### config.mk
export PLATFORM = sky130hd
export DESIGN_NAME = y_muldiv
export DESIGN_NICKNAME = d
export VERILOG_FILES = /design/src/rtl/y_muldiv.sv
export SDC_FILE = /design/constraint.sdc
export NUM_CORES = 1
export LEC_CHECK = 0
export CAP_MARGIN = 25
export CELL_PAD_IN_SITES_DETAIL_PLACEMENT = 2
export CELL_PAD_IN_SITES_GLOBAL_PLACEMENT = 2
export CORE_ASPECT_RATIO = 0.7
export CORE_MARGIN = 4
export CORE_UTILIZATION = 42
export DETAILED_ROUTE_END_ITERATION = 16
export DONT_BUFFER_PORTS = 1
export PLACE_DENSITY = 0.93
export SLEW_MARGIN = 40
export SYNTH_ARGS = -nofsm -noshare
export SYNTH_HDL_FRONTEND = slang
export SYNTH_SLANG_ARGS = --single-unit
### constraint.sdc
create_clock -name clk -period 5.85 [get_ports clk]
set_input_delay 0.2925 -clock clk [delete_from_list [all_inputs] [get_ports clk]]
set_output_delay 0.2925 -clock clk [all_outputs]
set_load 0.1 [all_outputs]
### src/rtl/y_muldiv.sv
// y_muldiv: iterative unsigned multiply / divide unit.
//
// One operand bit is processed per clock, so every operation takes exactly
// WIDTH cycles in RUN, whatever the op and operand values.
//   op 00 MUL   : low half of a*b
//   op 01 MULHU : high half of a*b
//   op 10 DIVU  : a / b   (b=0 -> all ones)
//   op 11 REMU  : a % b   (b=0 -> a)
//
// Ports
//   clk        rising-edge clock
//   rst        synchronous, active-high reset
//   start      request, sampled only while busy=0
//   op         operation select, captured on accept
//   a, b       operands, captured on accept
//   busy       high while an operation is in progress
//   done       one-cycle pulse, z/divByZero valid
//   z          result, held until the next done
//   divByZero  DIVU/REMU with b=0, held with z
//
// state | meaning
// IDLE  | waiting for start; z/divByZero hold the last result
// RUN   | one shift-add or shift-subtract step per clock

module y_muldiv #(
   parameter int WIDTH = 32
) (
   input  logic             clk,
   input  logic             rst,
   input  logic             start,
   input  logic [1:0]       op,
   input  logic [WIDTH-1:0] a,
   input  logic [WIDTH-1:0] b,
   output logic             busy,
   output logic             done,
   output logic [WIDTH-1:0] z,
   output logic             divByZero
);

   typedef enum logic {IDLE, RUN} state_t;

   localparam int                CNT_W    = $clog2(WIDTH + 1);
   localparam logic [CNT_W-1:0] CNT_LOAD = CNT_W'(WIDTH);
   localparam logic [CNT_W-1:0] CNT_ONE  = CNT_W'(1);

   state_t               state_q, state_d;
   logic [CNT_W-1:0]     cnt_q, cnt_d;
   logic [1:0]           op_q, op_d;
   // Multiplicand for MUL/MULHU, divisor for DIVU/REMU.
   logic [WIDTH-1:0]     opnd_q, opnd_d;
   // MUL: {partial product high, remaining multiplier bits}.
   // DIV: {partial remainder, dividend bits shifting into quotient}.
   logic [2*WIDTH-1:0]   acc_q, acc_d;
   logic [WIDTH-1:0]     z_q, z_d;
   logic                 dz_q, dz_d;
   logic                 done_q, done_d;

   logic [WIDTH:0]       mul_sum;
   logic [WIDTH:0]       div_sh;
   logic [WIDTH:0]       div_diff;
   logic                 div_ge;
   logic [2*WIDTH-1:0]   step_acc;

   // Shift-add: conditionally add the multiplicand into the high half, then
   // shift the whole product right; the carry lands in the top bit.
   assign mul_sum = {1'b0, acc_q[2*WIDTH-1:WIDTH]}
                  + ({1'b0, opnd_q} & {(WIDTH+1){acc_q[0]}});

   // Restoring divide: bring the next dividend bit into the remainder and
   // subtract the divisor only if it fits. With b=0 every subtract fits, which
   // yields quotient all ones and remainder a without any special casing.
   assign div_sh   = {acc_q[2*WIDTH-1:WIDTH], acc_q[WIDTH-1]};
   assign div_diff = div_sh - {1'b0, opnd_q};
   assign div_ge   = (div_sh >= {1'b0, opnd_q});

   always_comb begin
      step_acc = {mul_sum, acc_q[WIDTH-1:1]};
      if (op_q[1]) begin
         if (div_ge) begin
            step_acc = {div_diff[WIDTH-1:0], acc_q[WIDTH-2:0], 1'b1};
         end else begin
            step_acc = {acc_q[2*WIDTH-2:0], 1'b0};
         end
      end
   end

   always_comb begin
      state_d = state_q;
      cnt_d   = cnt_q;
      op_d    = op_q;
      opnd_d  = opnd_q;
      acc_d   = acc_q;
      z_d     = z_q;
      dz_d    = dz_q;
      done_d  = 1'b0;

      case (state_q)
         IDLE: begin
            if (start) begin
               state_d = RUN;
               cnt_d   = CNT_LOAD;
               op_d    = op;
               opnd_d  = op[1] ? b : a;
               acc_d   = {{WIDTH{1'b0}}, (op[1] ? a : b)};
            end
         end
         RUN: begin
            acc_d = step_acc;
            cnt_d = cnt_q - CNT_ONE;
            if (cnt_q == CNT_ONE) begin
               state_d = IDLE;
               done_d  = 1'b1;
               // High half is MULHU product or REMU remainder; low half is
               // MUL product or DIVU quotient.
               z_d     = op_q[0] ? step_acc[2*WIDTH-1:WIDTH] : step_acc[WIDTH-1:0];
               dz_d    = op_q[1] && (opnd_q == {WIDTH{1'b0}});
            end
         end
         default: state_d = IDLE;
      endcase
   end

   always_ff @(posedge clk) begin
      if (rst) begin
         state_q <= IDLE;
         cnt_q   <= '0;
         op_q    <= '0;
         opnd_q  <= '0;
         acc_q   <= '0;
         z_q     <= '0;
         dz_q    <= 1'b0;
         done_q  <= 1'b0;
      end else begin
         state_q <= state_d;
         cnt_q   <= cnt_d;
         op_q    <= op_d;
         opnd_q  <= opnd_d;
         acc_q   <= acc_d;
         z_q     <= z_d;
         dz_q    <= dz_d;
         done_q  <= done_d;
      end
   end

   assign busy      = (state_q == RUN);
   assign done      = done_q;
   assign z         = z_q;
   assign divByZero = dz_q;

endmodule
=== Yosys cells after proc, flatten, opt, wreduce, memory -nomap -nowiden ===
Index checks and enable logic that the tools add are counted.

* Flip-flop bits (word level): 139
* Input port bits: 69
* Output and inout bits: 35
* Logic and storage cells: 34

* $add $sub $neg: 3
* Order comparisons: 1
* Equality and inequality tests: 2
* Muxes and demuxes: 13
* Bitwise gates (word level): 2
* Reduce and logical (&&, ||, !) cells: 5

{| class="wikitable"
|+ Operator list
! kind !! count
|-
| 64-bit two-way mux || 3
|-
| 64-bit one-hot mux with 2 select lines || 1
|-
| 32-bit two-way mux || 3
|-
| 32-bit by 33-bit adder with 33-bit output || 1
|-
| 32-bit by 33-bit bitwise AND with 33-bit output || 1
|-
| 33-bit by 32-bit >= comparator with 1-bit output || 1
|-
| 32-bit zero test || 1
|-
| 32-bit subtractor || 1
|-
| 6-bit one-hot mux with 2 select lines || 1
|-
| 6-bit by 1-bit == test with 1-bit output (second input constant) || 1
|-
| 6-bit two-way mux || 1
|-
| 6-bit by 1-bit subtractor with 6-bit output (second input constant) || 1
|-
| 2-bit AND reduction || 2
|-
| 1-bit two-way mux || 3
|-
| 2-bit != test (second input constant) || 1
|-
| 1-bit one-hot mux with 2 select lines || 1
|-
| 2-bit OR reduction || 1
|-
| 1-bit logical AND || 1
|-
| 1-bit NOT || 1
|}

=== Logic depth before layout (Yosys ltp) ===
Gate-level depths: netlist of run 1.

* Word-level depth: 4
* Mapped depth: 16
* Depth with buffers taken out: 14

=== Least setup slack after synthesis of run 1 ===
OpenSTA, ideal clock, no wires.

* Kind: flip-flop to flip-flop
* Start point: register acc_q[0]
* End point: register z_q[25], in the netlist z[25]
* Arrival: 3074 ps
* Path slack: 2658 ps
* Cell stages (with the launch flop): 16
* Buffers on the path: 1
* Clock period less this slack: 3192 ps
* Cells stage by stage: dfxtp_1 > clkbuf_1 > and2_1 > ha_1 > inv_1 > fa_1 > nand2b_1 > a21oi_1 > o21ai_0 > nand3_1 > a41oi_2 > o21bai_1 > a21oi_1 > xnor2_1 > mux4_2 > a22o_1

* Longest elaborated chain between the ends: 4

{| class="wikitable"
|+ Ends and longest elaborated chain
! item !! line !! source
|-
| start, declared || 53 || <nowiki>logic [2*WIDTH-1:0] acc_q, acc_d;</nowiki>
|-
| start signal, assigned || 129 || <nowiki>acc_q <= '0;</nowiki>
|-
| start signal, assigned || 138 || <nowiki>acc_q <= acc_d;</nowiki>
|-
| 32-bit by 33-bit bitwise AND with 33-bit output || 67 || <nowiki>+ ({1'b0, opnd_q} & {(WIDTH+1){acc_q[0]}});</nowiki>
|-
| 32-bit by 33-bit adder with 33-bit output || 67 ||
|-
| 64-bit two-way mux || 78 || <nowiki>if (op_q[1]) begin</nowiki>
|-
| 32-bit two-way mux || 115 || <nowiki>z_d = op_q[0] ? step_acc[2*WIDTH-1:WIDTH] : step_acc[WIDTH-1:0];</nowiki>
|-
| end signal, assigned || 139 || <nowiki>z_q <= z_d;</nowiki>
|-
| end, declared || 54 || <nowiki>logic [WIDTH-1:0] z_q, z_d;</nowiki>
|}

Every way passes these cells.
A chain may end at the register's enable or synchronous reset.

=== Final worst setup path of run 1 ===
* Start point: register acc_q[0]
* End point: register z_q[31], in the netlist z[31]

Same word-level chain as after synthesis.

==> results.tsv, run 1 <==
stage	metric	value	unit
clock_tree	post_cts_buffers	0	
synthesis	synthArstFlopShare	0	
clock_tree	cts_tree	yes	
min_path	worstHoldPathCells	2	
timing	slew_viol_final	0	
timing	worst_slew_pin_slew	844.7	ps
global_route	grt_max_degree	91	
place	gp_congestion	0.9264	
route	viasPerCell	7.047	
clock_tree	cts.htree.levels	4	
pwr	p_leak	0.004925	uW
timing	finClkSkew	24.36	ps
finish	n_antenna_cell	0	
run	drv_cap	0	
floorplan	start_util	0.4279	
global_route	grt_pass1_vias	13210	
pwr	powerDensity	267.5	mW/mm^2
setup_path	setup.worst_path.end_class	flip-flop	
clock_tree	cts_sinks	139	
finish	seq_area	0.002833	sq mm
route	num_vias	12060	
clock_tree	numCtsBuffers	17	
synthesis	avgSynthCellArea	7.883	sq um
route	antenna_left	0	
setup_path	r2r_cells	15	
timing	finalHoldViolations	0	
setup_path	crit_end	z[31]$_SDFFE_PP0P_	
finish	area_delta_synth_final	7.908	%
clock_tree	cts_buffer_depth	2	
synthesis	seq_area_frac_synth	0.2520	
timing	finalCriticalPeriod	4528	ps
setup_path	path_class	reg2reg	
finish	fin_area	0.01192	sq mm
clock_tree	clk_pin_slew	60	ps
floorplan	dieArea	0.02900	sq mm
synthesis	ys_warn_count	0	
pwr	irDropWorstVdd	204.5	uV
synthesis	synth_flop_cell	dfxtp_1	
setup_path	regToRegSetupSlack	1320	ps
finish	drive_gt1_frac	0.1041	
route	drcViolationCount	0	
floorplan	ioPinCount	104	
setup_path	r2r-start	acc_q[0]$_SDFFE_PP0P_	
synthesis	syn_inst	1401	
clock_tree	clock_latency	480	ps
finish	nNetsFinal	1479	
clock_tree	cts_root_buffer	clkbuf_16	
min_path	min_path_type	in2reg	
route	wire_per_inst	33.49	microns
synthesis	syn_nets	1538	
place	io_buffers	0	
global_route	grt_use_total	0.3908	
route	first_pass_iters	5	
place	place_hpwl	39320	microns
floorplan	fp.dieH	143.7	microns
setup_path	startpoint	acc_q[0]$_SDFFE_PP0P_	
timing	rsz0062_at_grt	no	
floorplan	die_w	201.8	microns
synthesis	synth_edf_count	0	
setup_path	path_max_fanout	34	
synthesis	syn_area	0.01104	sq mm
finish	n_fill_cell	2790	
timing	fin_setup_tns	0	ps
setup_path	arrival	4940	ps
global_route	grt_pass1_wl	86520	microns
timing	fin_crit_sh	0.7740	
finish	multi_input_area	0.007655	sq mm
floorplan	core_area	0.02581	sq mm
route	wl	57340	microns
route	drt_iter0_markers	1133	
place	placed_area	0.01128	sq mm
setup_path	r2r-end	z[31]$_SDFFE_PP0P_	
synthesis	synth-seq-cells	139	
synthesis	synth_cell_types	76	
clock_tree	cts_resized	0	
floorplan	row_count	49	
timing	setup_violations	0	
global_route	overflow	0	
setup_path	worstPathRequired	6270	ps
timing	slew_headroom	0.4363	
global_route	antenna_found_initial	0	
status	status	completed	
setup_path	start_kind	flip-flop	
timing	max_freq	220.8	MHz
==> timing repair <==
item / in CTS / in global routing
endpoints found under the hold margin: 90 / 0
setup endpoints to repair: 0 / 0
hold buffers: 3 / 0
==> power by group <==
group | leakage [uW] | internal [uW] | switching, uW
registers | 0.00116 | 1000 | 124
clock network | 0.000278 | 642 | 493
logic | 0.00349 | 325 | 603
total | 0.00493 | 1970 | 1220
==> how the worst min path moves through the flow <==
| stage | from | end | slack (ps) |
|---|---|---|---|
| floorplan | op[0] | op_q[0]$_SDFFE_PP0P_ | 430 |
| global placement | rst | op_q[1]$_SDFFE_PP0P_ | 370 |
| detailed placement | rst | z[22]$_SDFFE_PP0P_ | 370 |
| CTS | op[1] | op_q[1]$_SDFFE_PP0P_ | 1 |
| global route | op[1] | op_q[1]$_SDFFE_PP0P_ | 20 |
| finish | op[1] | op_q[1]$_SDFFE_PP0P_ | 10 |
==> cells in the mapped netlist (15+ instances only) <==
cell      count  share of area
nor2_1      152          0.052
dfxtp_1     139           0.25
a21oi_1     114          0.052
mux2i_1     105          0.095
nand2_1      93          0.032
a211oi_1     84          0.057
o21ai_0      75          0.034
clkbuf_1     70          0.024
ha_1         66          0.075
inv_1        56          0.019
and2_1       36          0.020
xnor2_1      33          0.026
mux2_2       27          0.028
a21o_1       26          0.018
a31oi_1      24          0.014
and3_1       23          0.013
nand3_1      20         0.0091
xor2_1       20          0.016
nor3_1       19         0.0086
nand4_1      16         0.0091
nand2b_1     15         0.0085
==> through the flow <==
stage,cells,utilization,total power (uW),hold slack (ps),setup slack [ps]
after global routing,1712,0.4617,3277,21.23,1215
final,1712,0.4617,3188,14.53,1322
after global placement,1675,0.4336,1905,371.5,1753
after detailed placement,1677,0.4372,1985,369.3,1575
after floorplan,1401,-,1713,431.2,2658
after CTS,1712,0.4611,3147,1.253,1458
==> state kept, by name, indices dropped and copies added (netlist names) <==
register and cells:
acc_q 64, busy 1, cnt_q 6, divByZero 1, done 1, op_q 2
opnd_q 32, z 32
==> critical path, cell delays in order (launching register included) <==
cell and delay, ps:
dfxtp_1 310, buf_4 380, and2_1 200, ha_1 200
inv_1 110, fa_1 430, nand2b_1 210, a21oi_1 370
o21ai_0 290, nand3_1 300, a41oi_2 250, o31a_1 400
o31ai_1 470, nand2_1 160, o21ai_0 200, o221a_2 200
==> cell type report <==
type	count	area share
clock buffers	27	0.04304
flip-flops and latches	139	0.2377
multi-input cells	1107	0.6423
well taps	357	0.03748
inverters	58	0.01837
repair buffers	19	0.01638
clock inverters	5	0.004724
==> kinds of logic (layout without fill, tap and decap cells) <==
logic type	count (synthesis)	count (layout)	synth area share
xor+xnor	53	53	0.04203
flops	139	139	0.2520
fa+ha+maj	68	68	0.07840
simple gates	416	416	0.1797
buf+inv	155	109	0.05812
mux	136	136	0.1302
compound gates	434	434	0.2597
==> layer usage <==
layer	track usage	share of wire	wire, microns
met4	0.2441	0.070	4012
met5	0	0	0
met3	0.08617	0.076	4344
met2	0.6756	0.47	27230
met1	0.4447	0.38	21760
==> cells in the final DEF, fill, tap and decap left out, types with 27 or more instances in the layout <==
cell,count
nor2_1,148
a21oi_1,114
mux2i_1,105
dfxtp_1,103
nand2_1,92
a211oi_1,84
o21ai_0,75
ha_1,66
inv_1,56
and2_1,36
dfxtp_2,34
xnor2_1,33
mux2_2,27
No activity file was read; power rests on OpenSTA's default activity.
==> run 2: changes to the inputs <==
- CORE_UTILIZATION: 42 -> 35
- PLACE_DENSITY: 0.93 -> 0.83
- clock period: 5.85 -> 3.7 ns (I/O delays scaled with it)
==> run 2 against run 1 <==
Net effect:
- via count is 1.9% lower
- flip-flop and latch count did not move
- final cell count grew 6.7%
- clock-buffer cell count decreased by 7
- largest cell class unchanged
- utilization is 5.9 points lower
- clock skew down 15 ps
- hold slack got worse by 5.1 ps
- die area up 19%
- the flow now finishes with violations (negative setup slack)
==> results.tsv, run 2 (synthesis gave the netlist of run 1 again) <==
stage	metric	value	unit
setup_path	worstPathRequired	4030	ps
timing	setup_violations	1	
route	top_layer_used	met4	
clock_tree	cts.htree.levels	4	
min_path	hp-start	b[29]	
timing	slew_headroom	0.4475	
clock_tree	clock_latency	450	ps
pwr	p_switching	1918	uW
timing	slew_viol_final	0	
min_path	holdPathEnd	opnd_q[29]$_SDFFE_PP0P_	
route	viasPerCell	6.476	
floorplan	core_area	0.03115	sq mm
floorplan	fp.dieH	156.6	microns
finish	regMostFlops	acc_q	
clock_tree	clk_pin_slew	60	ps
min_path	worstHoldPathCells	2	
finish	final_util	0.4031	
route	wl_met1	22200	microns
timing	fin_setup_tns	-19.42	ps
route	drcViolationCount	0	
timing	finClkSkew	9.570	ps
finish	drive_gt1_frac	0.1436	
timing	finalHoldViolations	0	
route	met2_length	25320	microns
timing	max_freq	268.9	MHz
setup_path	start_kind	flip-flop	
pwr	seqPwrFrac	0.337	
global_route	grt_max_degree	92	
pwr	powerDensity	412.0	mW/mm^2
finish	final_common_cell	nor2_1	
floorplan	row_count	54	
pwr	p_comb_frac	0.302	
min_path	min_path_type	in2reg	
place	place_hpwl	37470	microns
global_route	grt_pass1_vias	13030	
setup_path	regToRegSetupSlack	-20	ps
clock_tree	numCtsBuffers	17	
setup_path	path_max_fanout	3	
timing	fin_ws	-19.42	ps
timing	worst_slew_pin_slew	827.8	ps
finish	largest_reg_flops	64	
pwr	p_leak	0.005232	uW
route	drt_iter0_markers	922	
pwr	sw_frac_of_total	0.3709	
timing	finalCriticalPeriod	3719	ps
clock_tree	cts_sinks	139	
timing	rsz0062_at_grt	yes	
route	wire_per_inst	29.89	microns
route	wl_met3	3922	microns
global_route	grt_use_total	0.3113	
finish	nNetsFinal	1531	
setup_path	r2r-end	z[24]$_SDFFE_PP0P_	
route	antenna_left	0	
timing	fin_crit_sh	1.005	
setup_path	r2r-start	opnd_q[0]$_SDFFE_PP0P_	
finish	n_antenna_cell	0	
place	gp_congestion	0.9301	
route	first_pass_iters	5	
route	num_vias	11830	
global_route	antenna_found_initial	0	
pwr	p_total	5173	uW
pwr	intPower	3254	uW
clock_tree	cts_tree	yes	
floorplan	ioPinCount	104	
status	status	finished with violations	
pwr	pwr-share-clk	0.362	
place	io_buffers	0	
floorplan	dieArea	0.03451	sq mm
route	wl	54610	microns
setup_path	setup.worst_path.end_class	flip-flop	
clock_tree	cts_buffer_depth	2	
floorplan	die_w	220.3	microns
floorplan	start_util	0.3546	
setup_path	r2r_cells	14	
status	violations	negative setup slack	
run	drv_cap	0	
global_route	grt_pass1_wl	82170	microns
finish	final_cell_mix	147 x nor2_1, 111 x a21oi_1, 104 x mux2i_1, 102 x dfxtp_1, 93 x nand2_1	
clock_tree	cts_root_buffer	clkbuf_16	
pwr	irDropWorstVdd	243.7	uV
global_route	overflow	0	
finish	n_fill_cell	3473	
setup_path	arrival	4050	ps
finish	area_delta_synth_final	13.67	%
setup_path	path_class	reg2reg	
[run 2: cell types whose count changed in the layout (fill, tap and decap cells not counted), sizes merged]
cell,before,now
clkinvlp,1,0
buf,17,58
clkbuf,27,20
dlygate4sd3,2,13
bufinv,1,3
clkinv,4,10
[run 2: power groups by stage]
stage	Combinational, uW	Sequential [uW]	Clock [uW]
finish	1560	1740	1870
global route	1660	1750	1930
CTS	1490	1730	1860
detailed placement	1400	1760	0
global placement	1320	1750	0
floorplan	996	1710	0
[run 2: layer usage]
layer / vias up / track usage
met5: - / 0
li1: 5083 / -
met2: 562 / 0.5209
met4: 0 / 0.1698
met3: 213 / 0.08094
met1: 5974 / 0.3653
[run 2: layout make-up]
class / instances / area [sq um] / share of cell area
clock inverters: 12 / 146.4 / 0.01166
inverters: 58 / 217.7 / 0.01734
multi-input cells: 1107 / 7731 / 0.6158
flip-flops and latches: 139 / 2834 / 0.2257
well taps: 420 / 525.5 / 0.04186
clock buffers: 20 / 456.7 / 0.03638
repair buffers: 71 / 643.1 / 0.05123
[run 2: per-stage QoR]
stage / cell area [sq um] / cells / setup WS, ps / hold WS, ps
floorplan: 11040 / 1401 / 508.2 / 323.7
global placement: 11590 / 1777 / 34.46 / 267.2
detailed placement: 11680 / 1778 / -157.9 / 267.9
CTS: 12470 / 1826 / 0.1998 / 1.324
global route: 12550 / 1827 / -43.36 / 22.26
finish: 12550 / 1827 / -19.42 / 9.444
[run 2: what timing repair did]
action,in CTS,in global routing
endpoints found under the setup margin,52,38
pin swaps,1,1
buffers inserted,2,1
hold buffers,14,0
gates resized for setup,0,22
endpoints found under the hold margin,91,0
[run 2: critical path, cell delays in order (launching register included)]
cell and delay [ps]:
dfxtp_1 350, buf_4 140, ha_1 170, inv_1 90, fa_1 460, nand3_1 160
a21oi_1 130, o31a_1 350, a311o_1 420, a31oi_1 240, xnor2_1 170, mux2i_1 300
nand3_1 150, and3_1 240, a22o_1 210
[run 2: how the worst max path moves through the flow]
stage                             from                      to
2_1_floorplan    acc_q[0]$_SDFFE_PP0P_      z[25]$_SDFFE_PP0P_
3_3_place_gp   opnd_q[13]$_SDFFE_PP0P_       z[6]$_SDFFE_PP0P_
3_5_place_dp    opnd_q[3]$_SDFFE_PP0P_  acc_q[33]$_SDFFE_PP0P_
4_1_cts         opnd_q[1]$_SDFFE_PP0P_       z[6]$_SDFFE_PP0P_
5_1_grt        opnd_q[20]$_SDFFE_PP0P_      z[24]$_SDFFE_PP0P_
6_report        opnd_q[0]$_SDFFE_PP0P_      z[24]$_SDFFE_PP0P_
==> run 3: changes to the inputs <==
- CORE_ASPECT_RATIO: 0.7 -> 1.1
==> run 3 against run 2 <==
Net effect:
- the run ends with negative hold slack left
- die area decreased by 0.12%
- combinational power about the same
- design area up 0.50%
- worst setup slack improved by 110 ps
- non-clock buffer count rose by 1
- clock-buffer cell count grew 3
- sequential share of layout area shrank 0.072 points
- highest routed layer unchanged
==> results.tsv, run 3 (synthesis gave the netlist of run 1 again) <==
stage	metric	value	unit
status	status	finished with violations	
status	violations	negative hold slack	
global_route	overflow	0	
pwr	p_comb_frac	0.295	
floorplan	dieArea	0.03446	sq mm
setup_path	critPathBufInv	3	
timing	slew_viol_final	0	
clock_tree	clk_pin_slew	70	ps
timing	finalCriticalPeriod	3612	ps
clock_tree	cts_tree	yes	
pwr	intPower	3374	uW
clock_tree	clock_latency	450	ps
setup_path	startpoint	opnd_q[19]$_SDFFE_PP0P_	
setup_path	crit_slowest_cell	mux4_2	
floorplan	die_w	177.4	microns
route	num_vias	11790	
timing	fin_crit_sh	0.9763	
finish	final_common_cell	nor2_1	
pwr	pwr-share-clk	0.374	
floorplan	row_count	67	
global_route	grt_max_degree	91	
setup_path	r2r-start	opnd_q[19]$_SDFFE_PP0P_	
clock_tree	numCtsBuffers	17	
global_route	grt_pass1_wl	82340	microns
finish	n_fill_cell	3399	
route	first_pass_iters	5	
run	drv_cap	0	
setup_path	path_max_fanout	9	
place	dp_slack	45.24	ps
pwr	irDropWorstVdd	443.0	uV
finish	drive_gt1_frac	0.1513	
timing	worst_slew_pin_slew	921.1	ps
finish	nNetsFinal	1532	
place	place_hpwl	35040	microns
global_route	antenna_found_initial	1	
timing	slew_headroom	0.3837	
route	antenna_left	0	
pwr	p_switching	1931	uW
clock_tree	cts_buffer_depth	2	
route	drt_iter0_markers	928	
timing	fin_setup_tns	0	ps
route	drcViolationCount	0	
floorplan	start_util	0.3590	
setup_path	arrival	3950	ps
setup_path	path_class	reg2reg	
timing	whs	-24.88	ps
route	wire_per_inst	30.36	microns
clock_tree	cts_sinks	139	
route	viasPerCell	6.467	
setup_path	critPathMaxStageDelay	470	ps
timing	fin_ws	87.87	ps
setup_path	worstPathCellList	inv_1 > ha_2 > nand4_1 > buf_4 > nor4_4 > nand2_1 > o2bb2ai_2 > a31oi_4 > a31oi_4 > buf_4 > mux2_2 > mux4_2 > a22o_1	
setup_path	worstPathRequired	4040	ps
global_route	grt_use_total	0.3106	
floorplan	core_area	0.03077	sq mm
setup_path	critical-path-top-delay-family	multiplexers	
min_path	hp-start	a[10]	
floorplan	ioPinCount	104	
pwr	sw_frac_of_total	0.3640	
pwr	seqPwrFrac	0.331	
timing	finalHoldViolations	1	
pwr	p_total	5305	uW
finish	largest_reg_flops	64	
timing	finClkSkew	13.58	ps
clock_tree	cts_root_buffer	clkbuf_16	
timing	setup_violations	0	
global_route	grt_pass1_vias	12980	
place	gp_congestion	0.9275	
setup_path	start_kind	flip-flop	
place	io_buffers	0	
floorplan	fp.dieH	194.3	microns
pwr	p_leak	0.005232	uW
clock_tree	cts.htree.levels	4	
finish	final_cell_mix	149 x nor2_1, 109 x a21oi_1, 103 x mux2i_1, 98 x dfxtp_1, 92 x nand2_1	
min_path	min_path_type	in2reg	
setup_path	setup.worst_path.end_class	flip-flop	
pwr	powerDensity	420.5	mW/mm^2
finish	regMostFlops	acc_q	
timing	max_freq	276.8	MHz
finish	area_delta_synth_final	14.24	%
route	wl	55340	microns
==> run 3: worst register-to-register path: cells and delay by family (launching register included) <==
kind | cells | cell delay (ps)
and+or+nand+nor | 3 | 570
DFF | 1 | 370
muxes | 2 | 860
AOI/OAI and AO/OA | 4 | 840
buffers and inverters | 3 | 430
adders and majority gates | 1 | 440
==> run 3: layout make-up <==
cell class,instances,area [sq um],area share
clock buffer,23,488.0,0.03868
tap,414,518.0,0.04106
multi-input combinational,1107,7757,0.6148
antenna,1,2.502,0.0001983
timing repair buffer,72,635.6,0.05038
inverter,58,217.7,0.01726
sequential,139,2839,0.2250
clock inverter,9,158.9,0.01259
==> run 3: power groups by stage <==
stage / logic (uW) / clock network, uW / registers (uW)
3_3_place_gp: 1300 / 0 / 1760
5_1_grt: 1650 / 2040 / 1760
3_5_place_dp: 1360 / 0 / 1770
6_report: 1570 / 1980 / 1760
2_1_floorplan: 996 / 0 / 1710
4_1_cts: 1460 / 1970 / 1750
==> run 3: timing repair <==
action                                  CTS  global route
endpoints found under the hold margin    90             0
pin swaps                                 0             5
setup buffers                             0             4
endpoints found under the setup margin    1            38
hold buffers                             11             0
gates cloned                              0             1
gates resized for setup                   1            36
==> run 3: per-layer routing <==
layer,global-route usage,up-vias,share of wire
li1,-,5088,-
met3,0.07150,180,0.075
met4,0.1590,0,0.055
met2,0.5168,568,0.48
met1,0.3732,5953,0.39
met5,0,-,0
==> run 3: final timing paths <==
kind / endpoint / slack (ps) / cells after the start
worst max-delay path: z[25]$_SDFFE_PP0P_ / 90 / 13
worst min-delay path: opnd_q[10]$_SDFFE_PP0P_ / -20 / 2
worst max register to register: z[25]$_SDFFE_PP0P_ / 90 / 13
worst min register to register: cnt_q[2]$_SDFFE_PP0P_ / 510 / 2
==> run 3: per-stage QoR <==
stage	area [sq um]	cells	util	hold WS, ps
3_5_place_dp	11640	1774	0.3783	264.9
6_report	12620	1823	0.4101	-24.88
2_1_floorplan	11040	1401	-	323.7
5_1_grt	12610	1822	0.4100	19.36
3_3_place_gp	11590	1774	0.3768	265.7
4_1_cts	12420	1817	0.4038	1.547
